--- src/rtl/latch_snapshot_buf_pkg.sv ---
// ============================================================================
//  latch_snapshot_buf_pkg : display mode codes and width helper
//  Revision : 1.0
// ============================================================================
`default_nettype none

package latch_snapshot_buf_pkg;

  localparam logic MODE_LIVE = 1'b0;
  localparam logic MODE_HIST = 1'b1;

  // Ceiling log2 with a floor of 1 so single-entry ranges still get a bit.
  function automatic int clog2(input int value);
    int r;
    r = 0;
    while ((1 << r) < value) r++;
    if (r == 0) r = 1;
    return r;
  endfunction

endpackage

`default_nettype wire

--- src/rtl/digit_scan_mux.sv ---
// ============================================================================
//  digit_scan_mux : prescaled one-hot digit scan for the seven-segment stage
//  Revision : 1.0
// ============================================================================
`default_nettype none

module digit_scan_mux
  import latch_snapshot_buf_pkg::*;
#(
  parameter int DIGITS   = 4,
  parameter int DIGIT_W  = 4,
  parameter int SCAN_DIV = 1000
) (
  input  logic                      clk,
  input  logic                      reset,
  input  logic [DIGITS*DIGIT_W-1:0] bus,
  output logic [DIGIT_W-1:0]        scan_digit,
  output logic [DIGITS-1:0]         scan_sel
);

  localparam int PRE_W = clog2(SCAN_DIV);
  localparam int IDX_W = clog2(DIGITS);

  logic [PRE_W-1:0]   pre;
  logic [IDX_W-1:0]   idx;
  logic [DIGIT_W-1:0] digits [DIGITS];

  for (genvar g = 0; g < DIGITS; g++) begin : g_digit
    assign digits[g] = bus[g*DIGIT_W +: DIGIT_W];
  end

  // scan_sel and scan_digit are registered together so they never disagree.
  always_ff @(posedge clk or posedge reset) begin
    if (reset) begin
      pre        <= '0;
      idx        <= '0;
      scan_sel   <= DIGITS'(1);
      scan_digit <= '0;
    end else begin
      if (pre == PRE_W'(SCAN_DIV - 1)) begin
        pre <= '0;
        idx <= (idx == IDX_W'(DIGITS - 1)) ? '0 : idx + IDX_W'(1);
      end else begin
        pre <= pre + PRE_W'(1);
      end
      scan_sel   <= DIGITS'(1) << idx;
      scan_digit <= digits[idx];
    end
  end

endmodule

`default_nettype wire

--- src/rtl/latch_snapshot_buf.sv ---
// ============================================================================
//  latch_snapshot_buf : live display latch plus lock-edge snapshot history
//  Revision : 1.0
// ============================================================================
`default_nettype none

module latch_snapshot_buf
  import latch_snapshot_buf_pkg::*;
#(
  parameter int DIGITS   = 4,
  parameter int DIGIT_W  = 4,
  parameter int DEPTH    = 4,
  parameter int SCAN_DIV = 1000,
  localparam int W       = DIGITS * DIGIT_W,
  localparam int PTR_W   = clog2(DEPTH)
) (
  input  logic               clk,
  input  logic               reset,
  input  logic [W-1:0]       count,
  input  logic               lock,
  input  logic               mode,
  input  logic [PTR_W-1:0]   rd_sel,
  input  logic               clear,
  output logic [W-1:0]       out_bus,
  output logic               out_valid,
  output logic [PTR_W:0]     fill,
  output logic               ovf,
  output logic [DIGIT_W-1:0] scan_digit,
  output logic [DIGITS-1:0]  scan_sel
);

  localparam logic [PTR_W:0] FILL_MAX = (PTR_W + 1)'(DEPTH);

  logic [W-1:0]     live;
  logic             lock_q;
  logic [W-1:0]     hist [DEPTH];
  logic [PTR_W-1:0] wr_ptr;

  logic             cap;
  logic             cap_eff;
  logic [PTR_W-1:0] wr_ptr_nxt;
  logic [PTR_W:0]   fill_nxt;
  logic             ovf_nxt;
  logic [PTR_W-1:0] rd_idx;
  logic [W-1:0]     hist_rd;
  logic             hist_hit;

  assign cap     = lock & ~lock_q;
  assign cap_eff = cap & ~clear;

  always_comb begin
    wr_ptr_nxt = wr_ptr;
    fill_nxt   = fill;
    ovf_nxt    = ovf;
    if (clear) begin
      wr_ptr_nxt = '0;
      fill_nxt   = '0;
      ovf_nxt    = 1'b0;
    end else if (cap) begin
      wr_ptr_nxt = wr_ptr + PTR_W'(1);
      if (fill == FILL_MAX) ovf_nxt = 1'b1;
      else                  fill_nxt = fill + (PTR_W + 1)'(1);
    end
  end

  // History reads use post-capture pointers; the slot being written is
  // bypassed from count so a same-cycle capture is visible immediately.
  always_comb begin
    rd_idx   = wr_ptr_nxt - PTR_W'(1) - rd_sel;
    hist_rd  = (cap_eff && (rd_idx == wr_ptr)) ? count : hist[rd_idx];
    hist_hit = ({1'b0, rd_sel} < fill_nxt);
  end

  always_ff @(posedge clk or posedge reset) begin
    if (reset) begin
      live      <= '0;
      lock_q    <= 1'b1;
      wr_ptr    <= '0;
      fill      <= '0;
      ovf       <= 1'b0;
      out_bus   <= '0;
      out_valid <= 1'b0;
      for (int i = 0; i < DEPTH; i++) hist[i] <= '0;
    end else begin
      lock_q <= lock;
      if (!lock) live <= count;
      wr_ptr <= wr_ptr_nxt;
      fill   <= fill_nxt;
      ovf    <= ovf_nxt;
      if (cap_eff) hist[wr_ptr] <= count;
      case (mode)
        MODE_LIVE: begin
          out_bus   <= live;
          out_valid <= 1'b1;
        end
        MODE_HIST: begin
          out_bus   <= hist_hit ? hist_rd : '0;
          out_valid <= hist_hit;
        end
      endcase
    end
  end

  digit_scan_mux #(
    .DIGITS   (DIGITS),
    .DIGIT_W  (DIGIT_W),
    .SCAN_DIV (SCAN_DIV)
  ) u_scan (
    .clk        (clk),
    .reset      (reset),
    .bus        (out_bus),
    .scan_digit (scan_digit),
    .scan_sel   (scan_sel)
  );

endmodule

`default_nettype wire
--- config.mk ---
export PLATFORM = sky130hd
export DESIGN_NAME = latch_snapshot_buf
export DESIGN_NICKNAME = d
export VERILOG_FILES = /design/src/rtl/latch_snapshot_buf_pkg.sv /design/src/rtl/digit_scan_mux.sv /design/src/rtl/latch_snapshot_buf.sv
export SDC_FILE = /design/constraint.sdc
export NUM_CORES = 1
export LEC_CHECK = 0
export CORE_UTILIZATION = 55
export CTS_BUF_LIST = sky130_fd_sc_hd__clkbuf_8
export DETAILED_ROUTE_END_ITERATION = 8
export PLACE_DENSITY = 0.75
export SLEW_MARGIN = 20
export SYNTH_ARGS = -nofsm -noshare
export SYNTH_HDL_FRONTEND = slang
export SYNTH_SLANG_ARGS = --single-unit
--- constraint.sdc ---
create_clock -name clk -period 11.83 [get_ports clk]
set_input_delay 2.366 -clock clk [delete_from_list [all_inputs] [get_ports clk]]
set_output_delay 2.366 -clock clk [all_outputs]
set_load 0.02 [all_outputs]
---- Yosys cells after proc, flatten, opt, wreduce, memory -nomap -nowiden ----
Cells that the tools add are included.
storage, ports and cells
  input port bits ......................... 23
  output and inout bits ................... 29
  bits in registers ....................... 124
  logic and storage cells ................. 67
operators by class
  multiplexer cells ....................... 23
  reduce and logical (&&, ||, !) cells .... 5
  add/sub/neg operators ................... 6
  eq/ne operators ......................... 4
  $lt $le $gt $ge ......................... 5
  bitwise gates (word level) .............. 8
  shift-type cells ........................ 1
operator list
  cell                                                                   count
  16-bit two-way mux                                                     5
  64-bit bitwise mux                                                     1
  16-bit binary-select mux with 2-bit select                             1
  16-bit demux with 2-bit select                                         1
  16-bit one-hot mux with 2 select lines                                 1
  10-bit by 1-bit adder with 10-bit output (second input constant)       1
  10-bit == test (second input constant)                                 1
  10-bit two-way mux                                                     1
  3-bit greater-or-equal comparator (second input constant)              3
  3-bit two-way mux                                                      3
  2-bit NOT with 3-bit output                                            3
  4-bit binary-select mux with 2-bit select                              1
  4-bit two-way mux                                                      2
  2-bit two-way mux                                                      3
  2-bit by 1-bit adder with 2-bit output (second input constant)         2
  2-bit nonzero test                                                     2
  1-bit by 2-bit << shifter with 4-bit output (first input constant)     1
  3-bit by 1-bit adder with 3-bit output (second input constant)         1
  3-bit == test (second input constant)                                  1
  2-bit by 3-bit < comparator with 1-bit output                          1
  3-bit by 1-bit < comparator with 1-bit output (second input constant)  1
  1-bit two-way mux                                                      3
  1-bit NOT                                                              3
  1-bit bitwise AND                                                      2
  other kinds (7)                                                        8

---- Depth between registers and ports, before layout ----
Gate-level depths: netlist (run 1).
  depth after elaboration ................. 13
  mapped depth ............................ 13
  mapped depth without buffers ............ 9

---- Cells and area by module ----
Synthesis (run 1) repeated with hierarchy kept, for this count alone.
second synthesis, totals
  cells, all modules ...................... 512
  area total of the unflattened synthesis .. 6266.0 um^2
modules (own cells, without submodules)
  module              seq. area each (um^2)  times used  cells each  area an instance (um^2)
  latch_snapshot_buf  2603.7                 1           443         5331.4
  digit_scan_mux      501.7                  1           69          934.6

---- Worst setup path after synthesis (run 1) ----
OpenSTA, ideal clock, no wires.
  path type ............................... input to register
  from .................................... in lock
  to ...................................... reg out_bus[0]
  arrival ................................. 4.424 ns
  stages .................................. 12
  setup time .............................. 0.139 ns
  path slack .............................. 7.267 ns
  data required time ...................... 11.691 ns
  buffers on the path ..................... 3
  cell sequence ........................... buf_4 > and2b_1 > nand2_1 > a21oi_1 > ha_1 > clkbuf_1 > clkbuf_1 > mux2_2 > nor2_1 > mux2i_1 > a31oi_1 > o2bb2ai_1
between the ends
  cells in the longest elaborated chain, start to end .. 12
  elaborated cells between the ends (all ways) .. 18
  those cells by class .................... add/sub: 2; order compare: 1; eq/ne: 1; mux: 10; bitwise: 3; reduce/logical: 1
ends and longest elaborated chain
  item                                                    RTL line                  RTL
  from (decl)                                             latch_snapshot_buf.sv:20  input logic lock,
  1-bit bitwise AND *                                     latch_snapshot_buf.sv:48  assign cap = lock & ~lock_q;
  2-bit two-way mux *                                     latch_snapshot_buf.sv:59  end else if (cap) begin
  2-bit two-way mux *                                     latch_snapshot_buf.sv:55  if (clear) begin
  net wr_ptr_nxt[0]                                       latch_snapshot_buf.sv:41  logic [PTR_W-1:0] wr_ptr_nxt;
  2-bit by 1-bit subtractor with 2-bit output *           latch_snapshot_buf.sv:69  rd_idx = wr_ptr_nxt - PTR_W'(1) - rd_sel;
  2-bit subtractor *                                      latch_snapshot_buf.sv:69
  2-bit NOT with 3-bit output (implied by the code)       latch_snapshot_buf.sv:70  hist_rd = (cap_eff && (rd_idx == wr_ptr)) ? count : hist[rd_idx];
  16-bit binary-select mux with 2-bit select              latch_snapshot_buf.sv:70
  16-bit two-way mux (implied by the code) (2 in series)  latch_snapshot_buf.sv:70
  16-bit two-way mux *                                    latch_snapshot_buf.sv:70
  16-bit two-way mux *                                    latch_snapshot_buf.sv:97  out_bus <= hist_hit ? hist_rd : '0;
  16-bit one-hot mux with 2 select lines *                latch_snapshot_buf.sv:91  case (mode)
  to (signal assigned)                                    latch_snapshot_buf.sv:93  out_bus <= live;
  to (signal assigned)                                    latch_snapshot_buf.sv:97
  to (decl)                                               latch_snapshot_buf.sv:24  output logic [W-1:0] out_bus,
Mark *: on every way through the listed nets, which the timed path passes. The rest lies on a longest branch. The select of a mux whose other input is x is not followed.
A chain may end at the register's enable or synchronous reset.

---- Final worst setup path (run 1) ----
  from .................................... in lock
  to ...................................... reg out_bus[4]
The elaborated chain is that of the path after synthesis.

==> flow_summary.ini, run 1 <==
[run_status]
status = finished clean

[placed_design]
hpwl_um = 8670
io_buffers = 51
gp_congestion = 0.795
dp_cells = 677

[floorplan]
die_x_um = 108
initial_core_util_pct = 56.8
core-area_mm2 = 0.0109
die_area_mm2 = 0.0117
row_count = 38
io_pins = 52
die_height_um = 108

[pwr]
p_per_area_mw_per_mm2 = 159
power_w = 0.00117
irDropWorstVdd_v = 0.0000857
cellLeakagePower_nw = 3.26

[run]
cap_violations = 0

[clock_tree]
clockRootBuffer = clkbuf_8
cts.sinks = 124
cts_tree = done
htreeDepth = 4
cts_resized = 0
clk_pin_slew_ns = 0.08
clock_latency_ns = 0.44
cts_buffers = 17
cts_hold_buf = 0
cts_post_setup_buffers_inserted = 0
clk_path_buf_depth = 2

[logic_synthesis]
syn_inst = 510
synth_cell_types = 41
syn-num-nets = 546
ys_ff_latch = 124
syn-cell-area_mm2 = 0.00621
yosysWarningCount = 0
ys_seq_area_share_pct = 50.0
syn_area_per_cell_um2 = 12.2

[routing]
post-route-drc-count = 0
vias = 4148
drt-total-wl_um = 13400
drtIter0Drc = 231
wl_per_cell_um = 18.9
vias_per_cell = 5.85
firstDrtPassIters = 4
ant_nets = 0

[cells_and_area]
nNetsFinal = 592
diodes = 0
post-route-util_pct = 67.1
synthToLayoutAreaGrowth_pct = 18.1
fin_cells = 709
drive_gt1_share_pct = 29.7

[worst_setup_path]
path_max_fanout = 33
max_stage_delay_ns = 1.10
cp_slowest_cell = clkdlybuf4s50_1
worstSetupStartpoint = lock
crit_chain = clkdlybuf4s50_1, and2b_1, nand2_1, a21oi_1, ha_1, buf_4, xnor2_1, nand2_1, or2_1, a31oi_1, o2bb2ai_1
critPathTopFamily = simple AND/OR/NAND/NOR gates
critPathCaptureType = flop
reg2reg_depth = 10
path_common_cell = nand2_1
cp.depth = 11
critPathArrivalTime_ns = 6.22
crit_buf_inv = 2
start_kind = primary input
critical_path_class = in -> reg
rr_startpoint = lock_q
crit_required_ns = 12.14

[global_route]
grt_start_max_net_pins = 74
grt_pass1_vias = 4377
grt_overflow = 0
grt_antenna_before_repair = 0
grt_pass1_wl_um = 22100
track_usage_pct = 25.2

[timing]
fin_crit_ns = 5.91
fin_crit_sh_pct = 50.0
fmax_ghz = 0.169
finalHoldViolCount = 0
tightest_slew_ns = 1.02
setup_viol = 0
setup_tns_ns = 0
rsz0062_at_grt = no
finClkSkew_ns = 0.0119
slew_headroom_pct = 32.2
drv_slew = 0

[min_path]
min_path_type = reg -> reg
worstHoldStart = live[15]
min_path_cells = 1
[metal layers]
| layer | up-vias | GRT usage, % | part of all wire [%] |
|---|---|---|---|
| met3 | 20 | 6.03 | 4.7 |
| met4 | 0 | 7.92 | 1.7 |
| met1 | 2112 | 32.9 | 44 |
| met2 | 124 | 41.8 | 49 |
| met5 | - | 0 | 0 |
| li1 | 1892 | - | - |
[kinds of logic after synthesis]
group                      after synthesis  synth area share [%]
AOI/OAI and AO/OA                       44                  5.40
xor gates and xnor gates                12                  1.81
adders and majority gates               13                  2.62
buffers and inverters                   44                  3.18
DFF                                    124                  50.0
muxes                                  150                  27.3
and+or+nand+nor                        123                  9.76
[registers in the layout, indices dropped and copies added, names as in the netlist]
name,cells
ovf,1
lock_q,1
wr_ptr,2
u_scan.scan_digit,4
out_valid,1
fill,3
u_scan.pre,10
hist,64
live,16
u_scan.idx,2
u_scan.scan_sel,4
out_bus,16
[path summary, 6_finish.rpt]
kind | slack [ns] | to
max | 5.92 | out_bus[4]
min | 0.47 | out_bus[15]
max reg2reg | 8.51 | out_bus[4]
min reg2reg | 0.47 | out_bus[15]
max in group asynchronous | 8.13 | hist[58]
min in group asynchronous | 2.46 | u_scan.pre[8]
[stage by stage]
step / cell area, um^2 / hold slack, ns / setup WS, ns
floorplan: 6210 / 0.433 / 6.17
global placement: 6820 / 0.448 / 5.69
detailed placement: 6820 / 0.466 / 5.55
CTS: 7340 / 0.477 / 6.00
global route: 7340 / 0.501 / 5.63
finish: 7340 / 0.470 / 5.92
[power breakdown]
part	internal (W)	total, W	switching [W]	leakage, nW
logic	0.0000994	0.000196	0.0000962	1.42
registers	0.000471	0.000497	0.0000261	1.59
clock network	0.000309	0.000478	0.000168	0.260
[cell usage in the layout, fill, tap and decap left out, drive strengths merged, types with 7 or more instances in the layout]
master         count
o2bb2ai           16
a21oi              7
inv               14
bufinv             7
nor2              76
clkdlybuf4s50     51
mux2i             32
ha                13
buf                7
mux2             114
clkbuf            20
dfrtp            122
nor3b             17
a31oi             17
[final cells by class]
| cell class | count | area, um^2 |
|---|---|---|
| fillers | 825 | 3600 |
| clock buffers | 20 | 275 |
| flip-flops and latches | 124 | 3110 |
| multi-input cells | 342 | 2930 |
| repair buffers | 58 | 563 |
| well taps | 140 | 175 |
| inverters | 13 | 53.8 |
| clock inverters | 12 | 240 |
[cells in the mapped netlist]
cell       instances  share of area [%]
a31oi_1           17                1.7
o21ai_0            1              0.080
nor4bb_1           1               0.16
nor3_1             1              0.080
a2111oi_4          1               0.44
a311oi_1           1               0.14
and2b_1            1               0.12
nor2b_1            1               0.10
xnor2_1            6               0.85
inv_4              1               0.10
nand2_1            6               0.36
nor4_1             1               0.10
and4b_1            1               0.16
dfrtp_1          122                 49
and2_1             6               0.60
buf_2             15                1.2
or2_2              1               0.10
a21oi_1            7               0.56
nand4_1            1               0.10
inv_1             12               0.72
mux4_2             4                1.4
or3_4              1               0.18
mux2i_1           32                5.2
xor2_2             1               0.26
nor4b_2            1               0.24
nand3b_1           1               0.12
nand2b_2           1               0.14
o2bb2ai_1         16                2.3
or2_1              1               0.10
nand3_1            4               0.32
or4_1              1               0.12
dfstp_2            2               0.85
clkbuf_1          14               0.85
buf_4              1               0.12
mux2_2           114                 21
o31ai_2            1               0.20
buf_6              1               0.18
nor2_1            76                4.6
xor2_1             5               0.70
nor3b_1           17                2.1
ha_1              13                2.6
(Power assumes the default switching activity.)
==> run 2, diff against run 1 <==
==> constraint.sdc (replaced) <==
create_clock -name clk -period 6.1 [get_ports clk]
set_input_delay 1.22 -clock clk [delete_from_list [all_inputs] [get_ports clk]]
set_output_delay 1.22 -clock clk [all_outputs]
set_load 0.02 [all_outputs]
==> flow_summary.ini, run 2 (same netlist as run 1, synthesis figures left out) <==
[min_path]
min_path_cells = 1
worstHoldStart = u_scan.pre[0]
min_to = u_scan.pre[0]
min_path_type = reg -> reg

[placed_design]
io_buffers = 51
hpwl_um = 8770
gp_congestion = 0.800

[run_status]
status = finished clean

[worst_setup_path]
rr_startpoint = lock_q
max_stage_delay_ns = 0.56
critPathCaptureType = flop
crit_required_ns = 6.45
critPathArrivalTime_ns = 4.71
cp_slowest_cell = or2_1
start_kind = primary input
path_max_fanout = 33
path_common_cell = buf_4
crit_chain = clkdlybuf4s50_1, buf_4, and2b_1, nand2_1, a21oi_1, ha_1, xor2_2, buf_4, xnor2_1, buf_4, or2_1, a31oi_1, o2bb2ai_1
critical_path_class = in -> reg
r2r_setup_slack_ns = 2.85
rr_endpoint = out_bus[15]
reg2reg_depth = 11

[cells_and_area]
diodes = 0
largest_register_ff_count = 64
final_cell_mix = 122 x dfrtp_1, 114 x mux2_2, 76 x nor2_1
synthToLayoutAreaGrowth_pct = 16.7
largestRegisters = hist (64), live (16), out_bus (16)
largest_register = hist
ff_latch_area_mm2 = 0.00311
drive_gt1_share_pct = 29.5
multi_input_area_mm2 = 0.00293
nNetsFinal = 593
fill_cells = 829
final_common_cell = dfrtp_1

[floorplan]
die_area_mm2 = 0.0117
row_count = 38
initial_core_util_pct = 56.8
die_x_um = 108
core-area_mm2 = 0.0109
io_pins = 52
die_height_um = 108

[routing]
wl_per_cell_um = 18.6
vias = 4078
drt-total-wl_um = 13200
drtIter0Drc = 201
firstDrtPassIters = 4
vias_per_cell = 5.75
ant_nets = 0
post-route-drc-count = 0

[timing]
finClkSkew_ns = 0.00777
tightest_slew_ns = 1.06
rsz0062_at_grt = no
setup_viol = 0
fin_crit_sh_pct = 71.5
finalHoldViolCount = 0
fin_crit_ns = 4.36
fmax_ghz = 0.229
setup_tns_ns = 0
slew_headroom_pct = 29.1
drv_slew = 0

[pwr]
power_w = 0.00210
sw_frac_of_total_pct = 25.7
seq_power_share_pct = 45.9
clock_power_share_pct = 36.0
cellLeakagePower_nw = 3.24
p_int_w = 0.00156
irDropWorstVdd_v = 0.000183
combPwrFrac_pct = 18.1
p_per_area_mw_per_mm2 = 289
p_sw_w = 0.000539

[global_route]
grt_pass1_wl_um = 22000
grt_overflow = 0
track_usage_pct = 25.3
grt_pass1_vias = 4280
grt_start_max_net_pins = 87
grt_antenna_before_repair = 0

[clock_tree]
clk_path_buf_depth = 2
cts_post_setup_buffers_inserted = 0
cts_resized = 0
cts_buffers = 17
clock_latency_ns = 0.44
clockRootBuffer = clkbuf_8
clk_pin_slew_ns = 0.07
htreeDepth = 4
cts_hold_buf = 0
cts.sinks = 124
cts_tree = done

[run]
cap_violations = 0
-- run 2: cell count changes in the layout (fill, tap and decap cells not counted), sizes merged --
cell / previous run / this run
clkbuf: 20 / 22
inv: 14 / 15
buf: 7 / 8
clkinvlp: 1 / 0
bufinv: 7 / 3
clkinv: 3 / 4
-- run 2: through the flow --
stage               setup WS, ns  hold slack [ns]  cells  utilization (%)  area, um^2
CTS                         1.82            0.464    709             66.3        7250
detailed placement          1.37            0.453    678             62.5        6830
floorplan                   1.58            0.433    510                -        6210
global route                1.50            0.489    709             66.3        7250
global placement            1.58            0.447    678             62.5        6830
finish                      1.74            0.461    709             66.3        7250
-- run 2: how the worst max path moves through the flow --
stage / from / end / slack [ns]
6_report: lock / out_bus[15] / 1.74
2_1_floorplan: reset / fill[0] / 1.58
3_3_place_gp: lock / out_bus[15] / 1.58
5_1_grt: lock / out_bus[15] / 1.50
4_1_cts: lock / out_bus[15] / 1.82
3_5_place_dp: lock / out_bus[15] / 1.37
-- run 2: area by class of cell --
class	instances	share of cell area, %
clock buffers	22	4.17
clock inverters	9	1.62
inverters	13	0.776
multi-input cells	342	40.3
flip-flops and latches	124	42.8
well taps	140	2.42
repair buffers	59	7.87
-- run 2: power by group through the flow --
stage / Sequential [W] / Combinational, W / Clock, W
global route: 0.000974 / 0.000415 / 0.000807
floorplan: 0.000979 / 0.000255 / 0
global placement: 0.000971 / 0.000366 / 0
detailed placement: 0.000977 / 0.000379 / 0
CTS: 0.000962 / 0.000382 / 0.000770
finish: 0.000963 / 0.000379 / 0.000756
-- run 2: per-layer routing --
layer	track usage, %	share of wire (%)	vias up
met3	4.94	4.4	21
met2	41.4	50	122
met4	11.1	1.8	0
li1	-	-	1885
met5	0	0	-
met1	33.0	44	2050
-- run 2: critical path, delay by kind of cell --
kind                     cells  cell delay (ns)
buffers and inverters        4             1.34
AND/OR/NAND/NOR              3             0.90
AO/OA/AOI/OAI                3             0.60
XOR/XNOR                     2             0.32
adder cells (fa/ha/maj)      1             0.31
==> run 3, diff against run 2 <==
--- a/config.mk
+++ b/config.mk
@@ -5,10 +5,10 @@
 export SDC_FILE = /design/constraint.sdc
 export NUM_CORES = 1
 export LEC_CHECK = 0
-export CORE_UTILIZATION = 55
+export CORE_UTILIZATION = 54
 export CTS_BUF_LIST = sky130_fd_sc_hd__clkbuf_8
 export DETAILED_ROUTE_END_ITERATION = 8
-export PLACE_DENSITY = 0.75
+export PLACE_DENSITY = 0.77
 export SLEW_MARGIN = 20
 export SYNTH_ARGS = -nofsm -noshare
 export SYNTH_HDL_FRONTEND = slang
==> constraint.sdc (replaced) <==
create_clock -name clk -period 3.7 [get_ports clk]
set_input_delay 0.74 -clock clk [delete_from_list [all_inputs] [get_ports clk]]
set_output_delay 0.74 -clock clk [all_outputs]
set_load 0.02 [all_outputs]
==> flow_summary.ini, run 3 (same netlist as run 1, synthesis figures left out) <==
[global_route]
track_usage_pct = 25.3
grt_antenna_before_repair = 0
grt_pass1_wl_um = 22200
grt_start_max_net_pins = 48
grt_overflow = 0
grt_pass1_vias = 4298

[cells_and_area]
synthToLayoutAreaGrowth_pct = 18.2
ff_latch_area_mm2 = 0.00311
multi_input_area_mm2 = 0.00293
drive_gt1_share_pct = 30.6
nNetsFinal = 598
largest_register_ff_count = 64
largestRegisters = hist (64), live (16), out_bus (16)
post-route-util_pct = 66.6
fill_cells = 811
diodes = 0
design_area_mm2 = 0.00734
final_common_cell = dfrtp_1
largest_register = hist
final_cell_mix = 122 x dfrtp_1, 114 x mux2_2, 76 x nor2_1

[routing]
post-route-drc-count = 0
vias = 4098
drt-total-wl_um = 13400
wl_per_cell_um = 18.7
firstDrtPassIters = 4
ant_nets = 0
vias_per_cell = 5.73
drtIter0Drc = 178

[clock_tree]
cts_post_setup_buffers_inserted = 0
cts_hold_buf = 0
cts_buffers = 17
cts.sinks = 124
cts_resized = 0
clk_pin_slew_ns = 0.07
clockRootBuffer = clkbuf_8
htreeDepth = 4
clock_latency_ns = 0.45
clk_path_buf_depth = 2
cts_tree = done

[worst_setup_path]
critPathCaptureType = flop
critPathTopFamily = buffers and inverters
path_max_fanout = 20
r2r_setup_slack_ns = 1.08
reg2reg_depth = 9
cp_slowest_cell = or2_1
critical_path_class = in -> reg
crit_buf_inv = 2
critPathArrivalTime_ns = 3.42
start_kind = primary input
rr_startpoint = lock_q
crit_required_ns = 4.07
max_stage_delay_ns = 0.55
rr_endpoint = out_bus[0]
crit_chain = clkdlybuf4s50_1, buf_4, nand2b_2, nand2_1, a21oi_1, ha_1, xor2_2, xnor2_1, or2_1, a31oi_1, o2bb2ai_1

[timing]
finalHoldViolCount = 0
slew_headroom_pct = 40.7
fin_crit_sh_pct = 82.4
finClkSkew_ns = 0.00812
setup_tns_ns = 0
fin_crit_ns = 3.05
tightest_slew_ns = 0.888
setup_viol = 0
rsz0062_at_grt = no
fmax_ghz = 0.328
fin_hold_ws_ns = 0.459
drv_slew = 0

[pwr]
p_per_area_mw_per_mm2 = 475
sw_frac_of_total_pct = 26.5
p_sw_w = 0.000925
combPwrFrac_pct = 18.2
p_int_w = 0.00256
seq_power_share_pct = 45.5
clock_power_share_pct = 36.3
cellLeakagePower_nw = 3.26
irDropWorstVdd_v = 0.000251

[run]
cap_violations = 0

[run_status]
status = finished clean

[min_path]
min_path_type = reg -> reg
min_to = u_scan.pre[0]
min_path_cells = 1
worstHoldStart = u_scan.pre[0]

[placed_design]
io_buffers = 51
hpwl_um = 8710
placed_area_mm2 = 0.00692
gp_congestion = 0.798

[floorplan]
die_height_um = 109
die_area_mm2 = 0.0119
row_count = 38
core-area_mm2 = 0.0110
io_pins = 52
initial_core_util_pct = 56.3
die_x_um = 109
[run 3: cell types whose count changed in the layout (fill, tap and decap cells not counted), sizes merged]
cell / change
inv: -3
clkinvlp: +5
buf: +5
clkbuf: -1
[run 3: power by group through the flow]
stage | Sequential, W | Clock (W) | Combinational [W]
after floorplan | 0.00161 | 0 | 0.000421
after global placement | 0.00160 | 0 | 0.000610
after detailed placement | 0.00161 | 0 | 0.000634
after CTS | 0.00159 | 0.00128 | 0.000639
after global routing | 0.00161 | 0.00134 | 0.000694
final | 0.00159 | 0.00127 | 0.000635
[run 3: layer usage]
metal | part of all wire (%) | vias up | track usage, %
met5 | 0 | - | 0
met4 | 1.3 | 0 | 9.52
met3 | 6.7 | 15 | 6.22
met2 | 48 | 127 | 41.1
met1 | 44 | 2059 | 33.0
li1 | - | 1897 | -
[run 3: layout make-up]
class	count	area share, %
repair buffers	64	8.79
inverters	13	0.750
multi-input cells	342	39.9
well taps	140	2.39
clock inverters	11	1.91
flip-flops and latches	124	42.3
clock buffers	21	3.94
[run 3: metrics by stage]
stage / worst slack, ns / total power [W] / cells
after global routing: 0.503 / 0.00364 / 715
after global placement: 0.232 / 0.00221 / 683
final: 0.650 / 0.00349 / 715
after floorplan: 0.763 / 0.00203 / 510
after detailed placement: 0.218 / 0.00225 / 683
after CTS: 0.661 / 0.00351 / 715
[run 3: worst max path at each step]
| stage | to | slack (ns) | depth (start not counted) | startpoint |
|---|---|---|---|---|
| 2_1_floorplan | out_bus[0] | 0.76 | 12 | lock |
| 3_3_place_gp | out_bus[0] | 0.23 | 7 | lock |
| 3_5_place_dp | out_bus[0] | 0.22 | 11 | lock |
| 4_1_cts | out_bus[0] | 0.66 | 11 | lock |
| 5_1_grt | out_bus[15] | 0.50 | 11 | lock |
| 6_report | out_bus[0] | 0.65 | 11 | lock |
